File: src/rtl/io_map_pkg.sv
// Shared CPU-bus map for the memory-mapped input port: register offsets, base address, bus widths.
package io_map_pkg;

  localparam int unsigned BUS_DW = 16;
  localparam int unsigned ADDR_W = 12;
  localparam int unsigned WIN_WORDS = 4;

  localparam logic [ADDR_W-1:0] BASE_ADDR_DEFAULT = 12'hFF0;

  typedef enum logic [1:0] {
    OFF_STATUS = 2'd0,
    OFF_PRESS  = 2'd1,
    OFF_SWITCH = 2'd2,
    OFF_MASK   = 2'd3
  } reg_off_e;

  typedef struct packed {
    logic              we;
    logic [ADDR_W-1:0] addr;
    logic [BUS_DW-1:0] wdata;
  } bus_req_t;

  // Word offset of addr from base; wraps so addresses below base fall outside the window.
  function automatic logic [ADDR_W-1:0] win_offset(input logic [ADDR_W-1:0] addr,
                                                   input logic [ADDR_W-1:0] base);
    return addr - base;
  endfunction

  function automatic logic in_window(input logic [ADDR_W-1:0] addr,
                                     input logic [ADDR_W-1:0] base);
    return win_offset(addr, base) < ADDR_W'(WIN_WORDS);
  endfunction

endpackage

File: src/rtl/debounce_cell.sv
// One input bit: 2-flop synchronizer followed by a stable-count debouncer with a registered level.
module debounce_cell #(
  parameter int unsigned DEBOUNCE_CYCLES = 50000
) (
  input  logic clk,
  input  logic rst,
  input  logic raw_i,
  output logic level_o
);

  localparam int unsigned CNT_W = (DEBOUNCE_CYCLES > 1) ? $clog2(DEBOUNCE_CYCLES) : 1;
  localparam logic [CNT_W-1:0] CNT_MAX = CNT_W'(DEBOUNCE_CYCLES - 1);

  logic             meta_q;
  logic             sync_q;
  logic             level_q;
  logic             level_d;
  logic [CNT_W-1:0] cnt_q;
  logic [CNT_W-1:0] cnt_d;

  always_ff @(posedge clk or posedge rst) begin
    if (rst) begin
      meta_q <= 1'b0;
      sync_q <= 1'b0;
    end else begin
      meta_q <= raw_i;
      sync_q <= meta_q;
    end
  end

  // Count only while the synchronized input disagrees with the level; the terminal count commits it.
  always_comb begin
    level_d = level_q;
    cnt_d   = '0;
    if (sync_q != level_q) begin
      if (cnt_q == CNT_MAX) begin
        level_d = sync_q;
      end else begin
        cnt_d = cnt_q + CNT_W'(1);
      end
    end
  end

  always_ff @(posedge clk or posedge rst) begin
    if (rst) begin
      level_q <= 1'b0;
      cnt_q   <= '0;
    end else begin
      level_q <= level_d;
      cnt_q   <= cnt_d;
    end
  end

  assign level_o = level_q;

endmodule

File: src/rtl/io_input_port.sv
// Memory-mapped button/switch input port with sticky press flags and a zero-latency read path.
// Build option IO_INPUT_IRQ_EN adds the MASK register and a registered press interrupt.
module io_input_port
  import io_map_pkg::*;
#(
  parameter int unsigned       NBTN            = 4,
  parameter int unsigned       NSW             = 8,
  parameter int unsigned       DEBOUNCE_CYCLES = 50000,
  parameter logic [ADDR_W-1:0] BASE_ADDR       = BASE_ADDR_DEFAULT
) (
  input  logic              clk,
  input  logic              rst,
  input  logic [11:0]       bus_addr,
  input  logic [15:0]       bus_wdata,
  input  logic              bus_we,
  output logic [15:0]       bus_rdata,
  output logic              hit,
  input  logic [NBTN-1:0]   btn_raw,
  input  logic [NSW-1:0]    sw_raw,
  output logic              irq
);

  localparam int unsigned NBIT = NBTN + NSW;

  logic [NBIT-1:0]   raw_all;
  logic [NBIT-1:0]   level_all;
  logic [NBTN-1:0]   btn_level;
  logic [NSW-1:0]    sw_level;
  bus_req_t          req;
  logic [ADDR_W-1:0] off_full;
  reg_off_e          off;
  logic              wr_press;
  logic [NBTN-1:0]   btn_prev_q;
  logic [NBTN-1:0]   press_q;
  logic [NBTN-1:0]   press_d;
  logic [NBTN-1:0]   mask_rd;
  logic [BUS_DW-1:0] rdata_c;
  logic              unused_ok;

  assign raw_all = {sw_raw, btn_raw};

  for (genvar g = 0; g < NBIT; g++) begin : g_db
    debounce_cell #(
      .DEBOUNCE_CYCLES(DEBOUNCE_CYCLES)
    ) u_db (
      .clk     (clk),
      .rst     (rst),
      .raw_i   (raw_all[g]),
      .level_o (level_all[g])
    );
  end

  assign btn_level = level_all[NBTN-1:0];
  assign sw_level  = level_all[NBIT-1:NBTN];

  assign req      = '{we: bus_we, addr: bus_addr, wdata: bus_wdata};
  assign off_full = win_offset(req.addr, BASE_ADDR);
  assign off      = reg_off_e'(off_full[1:0]);
  assign hit      = in_window(req.addr, BASE_ADDR);
  assign wr_press = req.we & hit & (off == OFF_PRESS);

  // Write-1-to-clear, with a new rising edge taking priority over a clear in the same cycle.
  always_comb begin
    press_d = press_q & ~(wr_press ? req.wdata[NBTN-1:0] : {NBTN{1'b0}});
    press_d = press_d | (btn_level & ~btn_prev_q);
  end

  always_ff @(posedge clk or posedge rst) begin
    if (rst) begin
      btn_prev_q <= '0;
      press_q    <= '0;
    end else begin
      btn_prev_q <= btn_level;
      press_q    <= press_d;
    end
  end

`ifdef IO_INPUT_IRQ_EN
  logic            wr_mask;
  logic [NBTN-1:0] mask_q;
  logic [NBTN-1:0] mask_d;
  logic            irq_q;
  logic            irq_d;

  assign wr_mask = req.we & hit & (off == OFF_MASK);

  always_comb begin
    mask_d = mask_q;
    irq_d  = |(press_q & mask_q);
    if (wr_mask) begin
      mask_d = req.wdata[NBTN-1:0];
    end
  end

  always_ff @(posedge clk or posedge rst) begin
    if (rst) begin
      mask_q <= '0;
      irq_q  <= 1'b0;
    end else begin
      mask_q <= mask_d;
      irq_q  <= irq_d;
    end
  end

  assign mask_rd = mask_q;
  assign irq     = irq_q;
`else
  assign mask_rd = '0;
  assign irq     = 1'b0;
`endif

  // Combinational read mux so the CPU sees data in the same cycle, like the RAM.
  always_comb begin
    rdata_c = '0;
    if (hit) begin
      case (off)
        OFF_STATUS: rdata_c[NBTN-1:0] = btn_level;
        OFF_PRESS:  rdata_c[NBTN-1:0] = press_q;
        OFF_SWITCH: rdata_c[NSW-1:0]  = sw_level;
        OFF_MASK:   rdata_c[NBTN-1:0] = mask_rd;
        default:    rdata_c           = '0;
      endcase
    end
  end

  assign bus_rdata = rdata_c;

  assign unused_ok = ^{req, off_full};

endmodule

File: config.mk
export PLATFORM = sky130hd
export DESIGN_NAME = io_input_port
export DESIGN_NICKNAME = d
export VERILOG_FILES = /design/src/rtl/io_map_pkg.sv /design/src/rtl/debounce_cell.sv /design/src/rtl/io_input_port.sv
export SDC_FILE = /design/constraint.sdc
export NUM_CORES = 1
export LEC_CHECK = 0
export ABC_AREA = 1
export BUFFER_PORTS_ARGS = -buffer_cell sky130_fd_sc_hd__buf_2
export CAP_MARGIN = 20
export CELL_PAD_IN_SITES_DETAIL_PLACEMENT = 0
export CELL_PAD_IN_SITES_GLOBAL_PLACEMENT = 1
export CORE_UTILIZATION = 47
export CTS_BUF_LIST = sky130_fd_sc_hd__clkbuf_4 sky130_fd_sc_hd__clkbuf_8 sky130_fd_sc_hd__clkbuf_16
export CTS_CLUSTER_SIZE = 16
export DETAILED_ROUTE_END_ITERATION = 16
export PLACE_DENSITY = 0.85
export RECOVER_POWER = 100
export SYNTH_ARGS = -nofsm -noshare
export SYNTH_HDL_FRONTEND = slang
export SYNTH_HIERARCHICAL = 1
export SYNTH_SLANG_ARGS = --single-unit
File: constraint.sdc
create_clock -name clk -period 1.4 [get_ports clk]
set_input_delay 0.07 -clock clk [delete_from_list [all_inputs] [get_ports clk]]
set_output_delay 0.07 -clock clk [all_outputs]
set_load 0.02 [all_outputs]
# Yosys cells after proc, flatten, opt, wreduce, memory -nomap -nowiden
# Cells that the tools add are included.
[totals]
register_bits = 236
inputBits = 43
output_inout_bits = 18
elab_cells = 139
[classes]
addsub = 13
order_cmp = 1
eq_ne = 27
muxes = 28
bitwise = 7
reduce_logical = 13
[op_table]
columns = ["op", "count"]
rows = [
  ["16-bit 2-to-1 mux", 24],
  ["16-bit by 1-bit adder with 16-bit output (second input constant)", 12],
  ["16-bit equality test (second input constant)", 12],
  ["2-bit AND reduction", 12],
  ["4-bit case mux with 4 select lines", 1],
  ["12-bit by 3-bit less-than comparator with 1-bit output (second input constant)", 1],
  ["1-bit != test", 12],
  ["12-bit subtractor (second input constant)", 1],
  ["4-bit bitwise AND", 2],
  ["4-bit 2-to-1 mux", 2],
  ["8-bit 2-to-1 mux", 1],
  ["4-bit NOT", 2],
  ["2-bit equality test (second input constant)", 2],
  ["4-bit OR", 1],
  ["1-bit bitwise AND", 2],
  ["2-bit by 1-bit equality test with 1-bit output (second input constant)", 1],
  ["2-bit zero test", 1],
]

# Depth between registers and ports, before layout
# Gate-level depths: netlist of run 1.
[logic_depth]
depth_word = 8
depth_mapped = 7
depth_no_buf = 7

# By module
# Netlist of run 1, hierarchy kept.
[modules_own_cells]
columns = ["mod", "n_inst", "cells_per_inst", "area_each_um2", "seq_area_each_um2"]
rows = [
  ["debounce_cell", 12, 130, 1024.7, 475.5],
  ["io_input_port", 1, 82, 560.5, 200.2],
]

# Least setup slack after synthesis of run 1
# Ideal clock, no wire load.
[synth_path]
path_kind = "register to register"
from = "register g_db[0].u_db.cnt_q[0]"
to = "register g_db[0].u_db.cnt_q[8]"
setup_time_ns = 0.119
arrival_time_ns = 1.102
required_time_ns = 1.281
path_slack_ns = 0.179
stages_incl_launch_ff = 7
n_path_buf = 0
period_less_slack_ns = 1.221
path_cell_list = "dfrtp_1 ha_1 nand3_2 nor3_2 nand2_2 nand2_2 nor2_1"
[synth_between]
elab_chain_cells = 3
elab_cells_between_ends = 4
classes_between = "add/sub (1); eq/ne (1); mux (2)"
[synth_lines]
columns = ["item", "line", "text"]
rows = [
  ["start, declared", "debounce_cell.sv:18", "logic [CNT_W-1:0] cnt_q;"],
  ["start signal, assigned", "debounce_cell.sv:50", "cnt_q <= cnt_d;"],
  ["16-bit by 1-bit adder with 16-bit output / 16-bit equality test (equally long branches)", "debounce_cell.sv:39, debounce_cell.sv:36", ""],
  ["16-bit 2-to-1 mux (*)", "debounce_cell.sv:36", "if (cnt_q == CNT_MAX) begin"],
  ["16-bit 2-to-1 mux (*)", "debounce_cell.sv:35", "if (sync_q != level_q) begin"],
  ["named net g_db[0].u_db.cnt_d[8]", "debounce_cell.sv:19", "logic [CNT_W-1:0] cnt_d;"],
]
# Mark *: on every way through the listed nets, which the timed path passes. The rest lies on a longest branch.
# A chain may end at the register's enable or synchronous reset.

# Worst setup path after layout of run 1
[layout_path]
from = "register g_db[8].u_db.level_q"
to = "output bus_rdata[4]"
[layout_between]
elab_chain_cells = 2
[layout_lines]
columns = ["item", "line", "text"]
rows = [
  ["start, declared", "debounce_cell.sv:16", "logic level_q;"],
  ["start signal, assigned", "debounce_cell.sv:49", "level_q <= level_d;"],
  ["4-bit 2-to-1 mux", "io_input_port.sv:116", "case (off)"],
  ["8-bit 2-to-1 mux", "io_input_port.sv:115", "if (hit) begin"],
  ["end, declared", "io_input_port.sv:16", "output logic [15:0] bus_rdata,"],
]
# No other way between the ends.

==> out/metrics.csv, run 1 <==
metric,value,unit
io-pin-count,61,
grt_pass1_wl,47100,um
start_kind,flip-flop,
synth_edf_count,0,
synth.largest_area_cell,dfrtp_1,
status,finished with violations,
design_area,0.0153,mm2
final-seq-area,0.00591,mm2
critPathKind,flip-flop to output pin,
hold_path_depth,2,
cts_tree,built,
dr.pass1.iters,5,
die_area,0.0280,mm2
hold_viol,0,
slew_violations,0,
crit_required,1.33,ns
finalWorstSetupSlack,-0.227,ns
ys_seq_area_share,45.9,%
ant_nets,0,
crit_path_max_incr_delay,0.42,ns
worstPathMaxFanout,3,
min-delay-start,btn_raw[0],
cp_top_family,flip-flops,
grt_max_degree,20,
die_h,167,um
path_buf_inv,1,
crit_path_cell_trace,nand3_1 -> nor2_1 -> buf_2,
skew,0.0312,ns
antenna_found_initial,0,
p_leak,7.76,nW
grt_use_total,20.0,%
gp_congestion,0.843,
netlist-cell-type-count,27,
clockBufferDepth,3,
wl_per_cell,12.5,um
antenna_cells,0,
rsz0062_at_grt,true,
worstRegToRegCells,6,
fmax,615,MHz
tightest_slew,0.925,ns
overflow,0,
finalNetCount,1844,
synth_flop_cell,dfrtp_1,
coreArea,0.0269,mm2
power,0.0152,W
fillers,2487,
drcViolationCount,0,
drt_iter0_markers,726,
cts_sinks,236,
drive_gt1_share,16.0,%
start_util,47.8,%
regToRegSetupSlack,-0.08,ns
cts_root_buffer,clkbuf_16,
critPathArrivalTime,1.56,ns
r2r-start,g_db[11].u_db/cnt_q[1],
place_hpwl,19200,um
power_density,996,mW/mm2
multiInputGateArea,0.00635,mm2
die_w,167,um
r2r_end,g_db[11].u_db/cnt_q[3],
critical_path.endpoint_type,output pin,
fin_crit_sh,116,%
syn-instance-count,1642,
violations,setup timing,
cts_buffers,28,
maxSlewHeadroom,38.3,%
rows,60,
cts_max_level,1,
port-buffer-count,39,
avgSynthCellArea,7.83,um2
ys_seq_elements,236,
clk_latency,0.55,ns
yosysWarningCount,6,
irDropWorstVdd,0.870,mV
num_vias,10600,
holdPathEnd,g_db[0].u_db/meta_q,
crit_slowest_cell,dfrtp_1,
synthArstFlopShare,100,%
netlist_area,0.0129,mm2
wl,27000,um
clkTransAtPathRegs,0.06,ns
viasPerCell,4.93,
finalSetupViolations,17,
synth_top_cell_area_share,45.9,%
grt_pass1_vias,10100,
max-cap-violations,0,
placed_cell_area,0.0138,mm2
synth.area.top_cells,"dfrtp_1, nor2_1, nand2_1, nand3_1, inv_1",
hp-class,input pin to flip-flop,
min_period,1.63,ns
syn2layout_area_growth,18.7,%
[cells in the final DEF (no fill, tap or decap), types with 15 or more instances in the layout]
cell,Yosys,layout
a31oi_1,24,24
xor2_1,36,36
nor3_4,12,21
nor2_2,12,17
clkbuf_16,0,28
a21oi_1,28,25
nand4_1,48,48
inv_1,198,204
clkbuf_2,0,15
nand2_2,36,21
dlygate4sd3_1,0,21
nor2_1,383,377
dfrtp_1,236,233
buf_2,0,27
buf_4,9,47
nand3_1,149,147
nand2_1,332,333
[per-stage QoR]
| stage | worst slack, ns | std cells | TNS, ns | util, % | hold slack, ns |
|---|---|---|---|---|---|
| 2_1_floorplan | 0.179 | 1650 | 0 | - | -0.114 |
| 3_3_place_gp | 0.0436 | 2067 | 0 | 51.3 | 0.122 |
| 3_5_place_dp | 0.00700 | 2067 | 0 | 51.3 | 0.127 |
| 4_1_cts | -0.233 | 2146 | -1.09 | 56.0 | 0.0964 |
| 5_1_grt | -0.244 | 2152 | -6.21 | 56.8 | 0.158 |
| 6_report | -0.227 | 2152 | -1.42 | 56.8 | 0.154 |
[synth_stat cells (all sizes together) (24+ instances only)]
cell   count
nor2     408
nand4     48
a31oi     24
dfrtp    236
xor2      48
inv      213
nor3      24
a21oi     28
nand3    161
nand2    368
[metal layers]
layer	GRT usage [%]	vias up	part of all wire [%]
met1	28.6	4945	49
li1	-	5481	-
met3	2.41	37	3.2
met2	32.6	155	46
met4	4.31	0	2.0
met5	0	-	0
[registers in the layout, indices dropped and copies added (netlist names)]
signal,cells
g_db.u_db/sync_q,12
g_db.u_db/cnt_q,192
press_q,4
btn_prev_q,4
g_db.u_db/level_o,12
g_db.u_db/meta_q,12
[timing repair]
action | 4_1_cts | 5_1_grt
hold endpoints to repair | 252 | 0
hold buffers | 21 | 0
setup endpoints to repair | 14 | 138
gates resized for setup | 12 | 79
cloned | 0 | 0
pin swaps | 4 | 10
buffers inserted | 6 | 6
[area by class of cell]
| cell class | count | share of cell area [%] |
|---|---|---|
| inverter | 213 | 5.26 |
| tap | 341 | 2.79 |
| timing repair buffer | 119 | 5.29 |
| sequential | 236 | 38.7 |
| clock buffer | 40 | 5.38 |
| clock inverter | 12 | 0.959 |
| multi-input combinational | 1191 | 41.6 |
[power breakdown]
part	switching, W	internal, W	total, W
sequential	0.000103	0.00694	0.00705
clock	0.00282	0.00463	0.00745
combinational	0.000460	0.000256	0.000716
total	0.00338	0.0118	0.0152
[cell families after synthesis]
logic type,synth area share [%]
AOI/OAI and AO/OA,4.13
xor gates and xnor gates,4.79
adders and majority gates,1.17
buffers and inverters,6.83
DFF,45.9
other,0.0292
and+or+nand+nor,37.1
[worst reg2reg max path: stages, from the launching register on]
cell     delay [ns]
dfrtp_1        0.37
ha_1           0.25
nand3_4        0.12
nor3_4         0.17
nand2_1        0.22
nand2_4        0.15
nor2_1         0.06
[how the worst max path moves through the flow]
stage                           start                     end  slack [ns]  cells past startpoint
6_report         g_db[8].u_db/level_o            bus_rdata[4]       -0.23                      3
5_1_grt          g_db[7].u_db/level_o            bus_rdata[3]       -0.24                      5
4_1_cts          g_db[7].u_db/level_o            bus_rdata[3]       -0.23                      5
3_5_place_dp   g_db[11].u_db/cnt_q[1]  g_db[11].u_db/cnt_q[3]       0.007                      6
3_3_place_gp   g_db[11].u_db/cnt_q[1]  g_db[11].u_db/cnt_q[8]        0.04                      6
2_1_floorplan   g_db[0].u_db/cnt_q[0]   g_db[0].u_db/cnt_q[8]        0.18                      6
Note: power is estimated with default switching activity, not from simulation.
==> run 2: changes to the inputs <==
SKIP_CTS_REPAIR_TIMING = 1   (was not set)
==> run 2 against run 1 <==
Against the previous run:
- the run ends with hold timing, setup timing left
- critical path depth increased by 2
- non-clock buffer count is 7 lower
- setup slack improved by 0.041 ns
- die area unchanged
- wire length did not move
- worst hold slack got worse by 0.17 ns
- first-iteration DRC count decreased by 2.6%
- clock skew about the same
- via count hardly changed
- total power is 0.12% higher
- clock power about the same
- largest cell class unchanged
- combinational power rose by 1%
==> out/metrics.csv, run 2 (synthesis gave the netlist of run 1 again) <==
metric,value,unit,change
crit_required,1.33,ns,about the same
drcViolationCount,0,,unchanged
cts_sinks,236,,unchanged
min_period,1.59,ns,-0.0405 ns
fmax,630,MHz,+2.6%
crit_slowest_cell,dfrtp_2,,
fin_crit_sh,113,%,-2.9 points
gp_congestion,0.843,,unchanged
max_flop_register,g_db.u_db/cnt_q,,
port-buffer-count,39,,unchanged
place_hpwl,19200,um,unchanged
clockBufferDepth,3,,unchanged
cts_tree,built,,
die_area,0.0280,mm2,unchanged
rows,60,,unchanged
start_kind,flip-flop,,
crit_path_max_incr_delay,0.45,ns,+0.03 ns
p_leak,7.79,nW,+0.32%
power,0.0152,W,+0.12%
violations,"hold timing, setup timing",,
clk_latency,0.55,ns,about the same
viasPerCell,4.95,,+0.29%
grt_max_degree,20,,unchanged
max-cap-violations,0,,unchanged
cts_max_level,1,,unchanged
critPathArrivalTime,1.52,ns,-0.04 ns
crit_path_cell_trace,nand3_2 -> nand2_2 -> a21oi_2 -> nor2_1 -> buf_4,,
coreArea,0.0269,mm2,unchanged
overflow,0,,unchanged
start_util,47.8,%,unchanged
ant_nets,0,,unchanged
drive_gt1_share,16.6,%,+0.62 points
die_h,167,um,unchanged
die_w,167,um,unchanged
cp_top_family,flip-flops,,
wl,27000,um,unchanged
dr.pass1.iters,5,,unchanged
finalSetupViolations,10,,-7
antenna_found_initial,0,,unchanged
critical_path.endpoint_type,output pin,,
power_density,995,mW/mm2,-0.11%
worstPathMaxFanout,3,,unchanged
fin_util,56.9,%,+0.13 points
hold_viol,4,,+4
cts_buffers,28,,unchanged
cts_root_buffer,clkbuf_16,,
grt_pass1_wl,46600,um,-1.2%
dp.cells,2067,,unchanged
wl_per_cell,12.6,um,+0.33%
status,finished with violations,,
whs,-0.0169,ns,-0.170 ns
clkTransAtPathRegs,0.06,ns,about the same
largest_reg_flops,192,,unchanged
syn2layout_area_growth,19.0,%,
skew,0.0316,ns,+0.000365 ns
path_buf_inv,1,,unchanged
num_vias,10600,,-0.038%
drt_iter0_markers,707,,-2.6%
antenna_cells,0,,unchanged
rsz0062_at_grt,true,,
final_common_cell,nor2_1,,
io-pin-count,61,,unchanged
layout_common_cells,"nor2_1, nand2_1, dfrtp_1, inv_1, nand3_1",,
final_cells,2145,,-0.33%
grt_pass1_vias,9981,,-1.6%
irDropWorstVdd,0.863,mV,-0.89%
critPathKind,flip-flop to output pin,,
hp-class,input pin to flip-flop,,
slew_violations,0,,unchanged
finalWorstSetupSlack,-0.186,ns,+0.0405 ns
maxSlewHeadroom,36.0,%,-2.3 points
grt_use_total,19.7,%,-0.25 points
fillers,2478,,-0.36%
fin_tns_setup,-0.989,ns,+0.430 ns
tightest_slew,0.959,ns,+0.0343 ns
finalNetCount,1837,,-0.38%
## run 2: per-layer routing
metal  vias up  global-route usage, %  wire [um]
met5         -                      0          0
met3        37                   2.58        974
met1      4932                   28.5      13100
li1       5470                      -          -
met2       175                   31.7      12300
met4         0                   4.23        525
## run 2: worst paths after layout
path / startpoint / endpoint / slack [ns] / cells after the start
min reg2reg: g_db[9].u_db/meta_q / g_db[9].u_db/sync_q / 0.35 / 0
max in group asynchronous: rst / g_db[1].u_db/cnt_q[14] / 0.30 / 4
max: g_db[7].u_db/level_o / bus_rdata[3] / -0.19 / 5
min in group asynchronous: rst / g_db[4].u_db/meta_q / 0.36 / 3
min: bus_addr[2] / press_q[1] / -0.02 / 7
max reg2reg: g_db[11].u_db/cnt_q[0] / g_db[11].u_db/cnt_q[13] / -0.03 / 6
## run 2: area by class of cell
cell class	instances	area [um2]	share of cell area [%]
Clock buffer	40	822	5.37
Clock inverter	12	146	0.957
Inverter	213	803	5.25
Multi-Input combinational cell	1191	6440	42.1
Sequential cell	236	5910	38.6
Tap cell	341	427	2.79
Timing Repair Buffer	112	749	4.90
## run 2: tightest hold or removal path: cells and delay by family
family / cells / cell delay [ns]
AND/OR/NAND/NOR: 6 / 0.36
buffers and inverters: 1 / 0.07
## run 2: metrics by stage
stage	instance area, um2	setup WS (ns)
3_5_place_dp	13800	0.00700
3_3_place_gp	13800	0.0436
4_1_cts	14800	-0.425
6_report	15300	-0.186
2_1_floorplan	12900	0.179
5_1_grt	15300	-0.248
## run 2: power breakdown
group	internal (W)	switching (W)	total, W
combinational	0.000260	0.000465	0.000725
sequential	0.00694	0.000106	0.00705
clock	0.00463	0.00283	0.00746
==> run 3: changes to the inputs <==
==> constraint.sdc (replaced) <==
create_clock -name clk -period 1.4 [get_ports clk]
set_input_delay 0.21 -clock clk [delete_from_list [all_inputs] [get_ports clk]]
set_output_delay 0.21 -clock clk [all_outputs]
set_load 0.02 [all_outputs]
==> run 3 against run 2 <==
Against the previous run:
- the run ends with setup timing left
- highest routed layer unchanged
- wire length increased by 4.4%
- die area unchanged
- largest cell class unchanged
- non-clock buffer count rose by 32
- setup slack worse by 0.14 ns
- core utilization is 0.98 points higher
- clock skew down 0.021 ns
- worst hold slack better by 0.17 ns
- clock-buffer cell count is 1 lower
- critical path depth increased by 1
- cell area is 1.7% higher
==> out/metrics.csv, run 3 (synthesis gave the netlist of run 1 again) <==
metric,value,unit,change
irDropWorstVdd,0.981,mV,+14%
fmax,578,MHz,-8.3%
critical_path.endpoint_type,output pin,,
critPathArrivalTime,1.52,ns,about the same
tightest_slew,1.05,ns,+0.0869 ns
dp.cells,2098,,+1.5%
min_period,1.73,ns,+0.144 ns
crit_path_cell_trace,nand3_2 -> nand2_1 -> a21oi_2 -> buf_4 -> nor2_4 -> buf_6,,
layout_common_cells,"nor2_1, nand2_1, dfrtp_1, inv_1, nand3_1",,
cts_buffers,28,,unchanged
regToRegSetupSlack,0,ns,+0.03 ns
fin_tns_setup,-1.49,ns,-0.501 ns
overflow,0,,unchanged
crit_required,1.19,ns,-0.14 ns
grt_use_total,20.2,%,+0.44 points
crit_end,bus_rdata[3],,
final_cells,2173,,+1.3%
drive_gt1_share,18.0,%,+1.4 points
grt_pass1_wl,47500,um,+1.9%
finalSetupViolations,8,,-2
clk_latency,0.54,ns,about the same
grt_pass1_vias,10100,,+1.6%
finalWorstSetupSlack,-0.330,ns,-0.144 ns
p_switching,0.00342,W,+0.64%
fillers,2489,,+0.44%
viasPerCell,4.95,,about the same
die_w,167,um,unchanged
power_density,986,mW/mm2,-0.91%
wl_per_cell,13.0,um,+3.1%
antenna_found_initial,0,,unchanged
dr.pass1.iters,4,,-1
p_leak,7.82,nW,+0.39%
ant_nets,0,,unchanged
wl,28200,um,+4.4%
fin_crit_sh,124,%,+10 points
r2r-start,g_db[6].u_db/cnt_q[1],,
grt_max_degree,20,,unchanged
r2r_end,g_db[6].u_db/cnt_q[1],,
crit_path_max_incr_delay,0.45,ns,about the same
slew_violations,0,,unchanged
drt_iter0_markers,556,,-21%
netSwitchingFraction,22.3,%,-0.033 points
port-buffer-count,39,,unchanged
clockBufferDepth,3,,unchanged
final_common_cell,nor2_1,,
maxSlewHeadroom,30.2,%,-5.8 points
hold_viol,0,,-4
gp_congestion,0.816,,-3.2%
max_flop_register,g_db.u_db/cnt_q,,
die_h,167,um,unchanged
cts_max_level,1,,unchanged
crit_slowest_cell,dfrtp_2,,
place_hpwl,20000,um,+4.0%
worstPathMaxFanout,2,,-1
antenna_cells,0,,unchanged
rsz0062_at_grt,true,,
die_area,0.0280,mm2,unchanged
io-pin-count,61,,unchanged
cts_tree,built,,
skew,0.0103,ns,-0.0212 ns
pwr-share-clk,48.9,%,about the same
cts_root_buffer,clkbuf_16,,
cts_sinks,236,,unchanged
num_vias,10800,,+1.3%
hp-class,input pin to flip-flop,,
p_int,0.0119,W,+0.83%
largest_reg_flops,192,,unchanged
violations,setup timing,,
fin_util,57.9,%,+0.98 points
cp-startpoint,g_db[7].u_db/level_o,,
power_frac_seq,45.9,%,-0.4 points
rows,60,,unchanged
start_util,47.8,%,unchanged
max-cap-violations,0,,unchanged
worstRegToRegCells,6,,unchanged
syn2layout_area_growth,21.1,%,
clkTransAtPathRegs,0.06,ns,about the same
p_comb_share,5.1,%,+0.3 points
critPathKind,flip-flop to output pin,,
start_kind,flip-flop,,
status,finished with violations,,
coreArea,0.0269,mm2,unchanged
drcViolationCount,0,,unchanged
finalNetCount,1869,,+1.7%
==> run 3: routing by layer <==
layer	share of wire [%]	up-vias	GRT usage (%)
met5	0	-	0
met4	1.7	0	4.35
li1	-	5518	-
met2	46	170	33.2
met3	3.5	34	2.51
met1	48	5029	28.6
==> run 3: how the worst min path moves through the flow <==
stage	to	startpoint	slack, ns	cells past startpoint
floorplan	btn_prev_q[0]	rst	0.03	1
global placement	g_db[5].u_db/meta_q	rst	0.27	2
detailed placement	g_db[5].u_db/meta_q	rst	0.28	2
CTS	g_db[5].u_db/meta_q	rst	-0.30	2
global route	press_q[0]	bus_we	0.17	5
finish	press_q[1]	bus_we	0.15	5
==> run 3: power by group through the flow <==
stage          sequential (W)  combinational [W]  clock (W)
5_1_grt               0.00706           0.000897    0.00798
4_1_cts               0.00704           0.000740    0.00772
6_report              0.00705           0.000785    0.00751
3_5_place_dp          0.00716           0.000735          0
2_1_floorplan         0.00715           0.000440          0
3_3_place_gp          0.00715           0.000720          0
==> run 3: final cells by class <==
| cell class | count | area [um2] | area share (%) |
|---|---|---|---|
| Timing Repair Buffer | 144 | 1000 | 6.43 |
| Clock buffer | 39 | 838 | 5.39 |
| Clock inverter | 9 | 126 | 0.812 |
| Tap cell | 341 | 427 | 2.74 |
| Inverter | 213 | 807 | 5.18 |
| Multi-Input combinational cell | 1191 | 6450 | 41.5 |
| Sequential cell | 236 | 5910 | 38.0 |
==> run 3: worst max-delay path, delay by kind of cell (launching register included) <==
| family | cells | cell delay [ns] |
|---|---|---|
| AOI/OAI and AO/OA | 1 | 0.10 |
| buffers and inverters | 2 | 0.27 |
| DFF | 1 | 0.45 |
| and+or+nand+nor | 3 | 0.16 |
==> run 3: stage by stage <==
stage / hold WS [ns] / worst slack [ns] / instance area [um2] / power (W)
after detailed placement: 0.278 / 0.00414 / 14000 / 0.00789
after CTS: -0.303 / -0.465 / 15000 / 0.0155
after global routing: 0.172 / -0.379 / 15600 / 0.0159
final: 0.153 / -0.330 / 15600 / 0.0154
after floorplan: 0.0257 / 0.154 / 12900 / 0.00759
after global placement: 0.266 / 0.0263 / 14000 / 0.00787
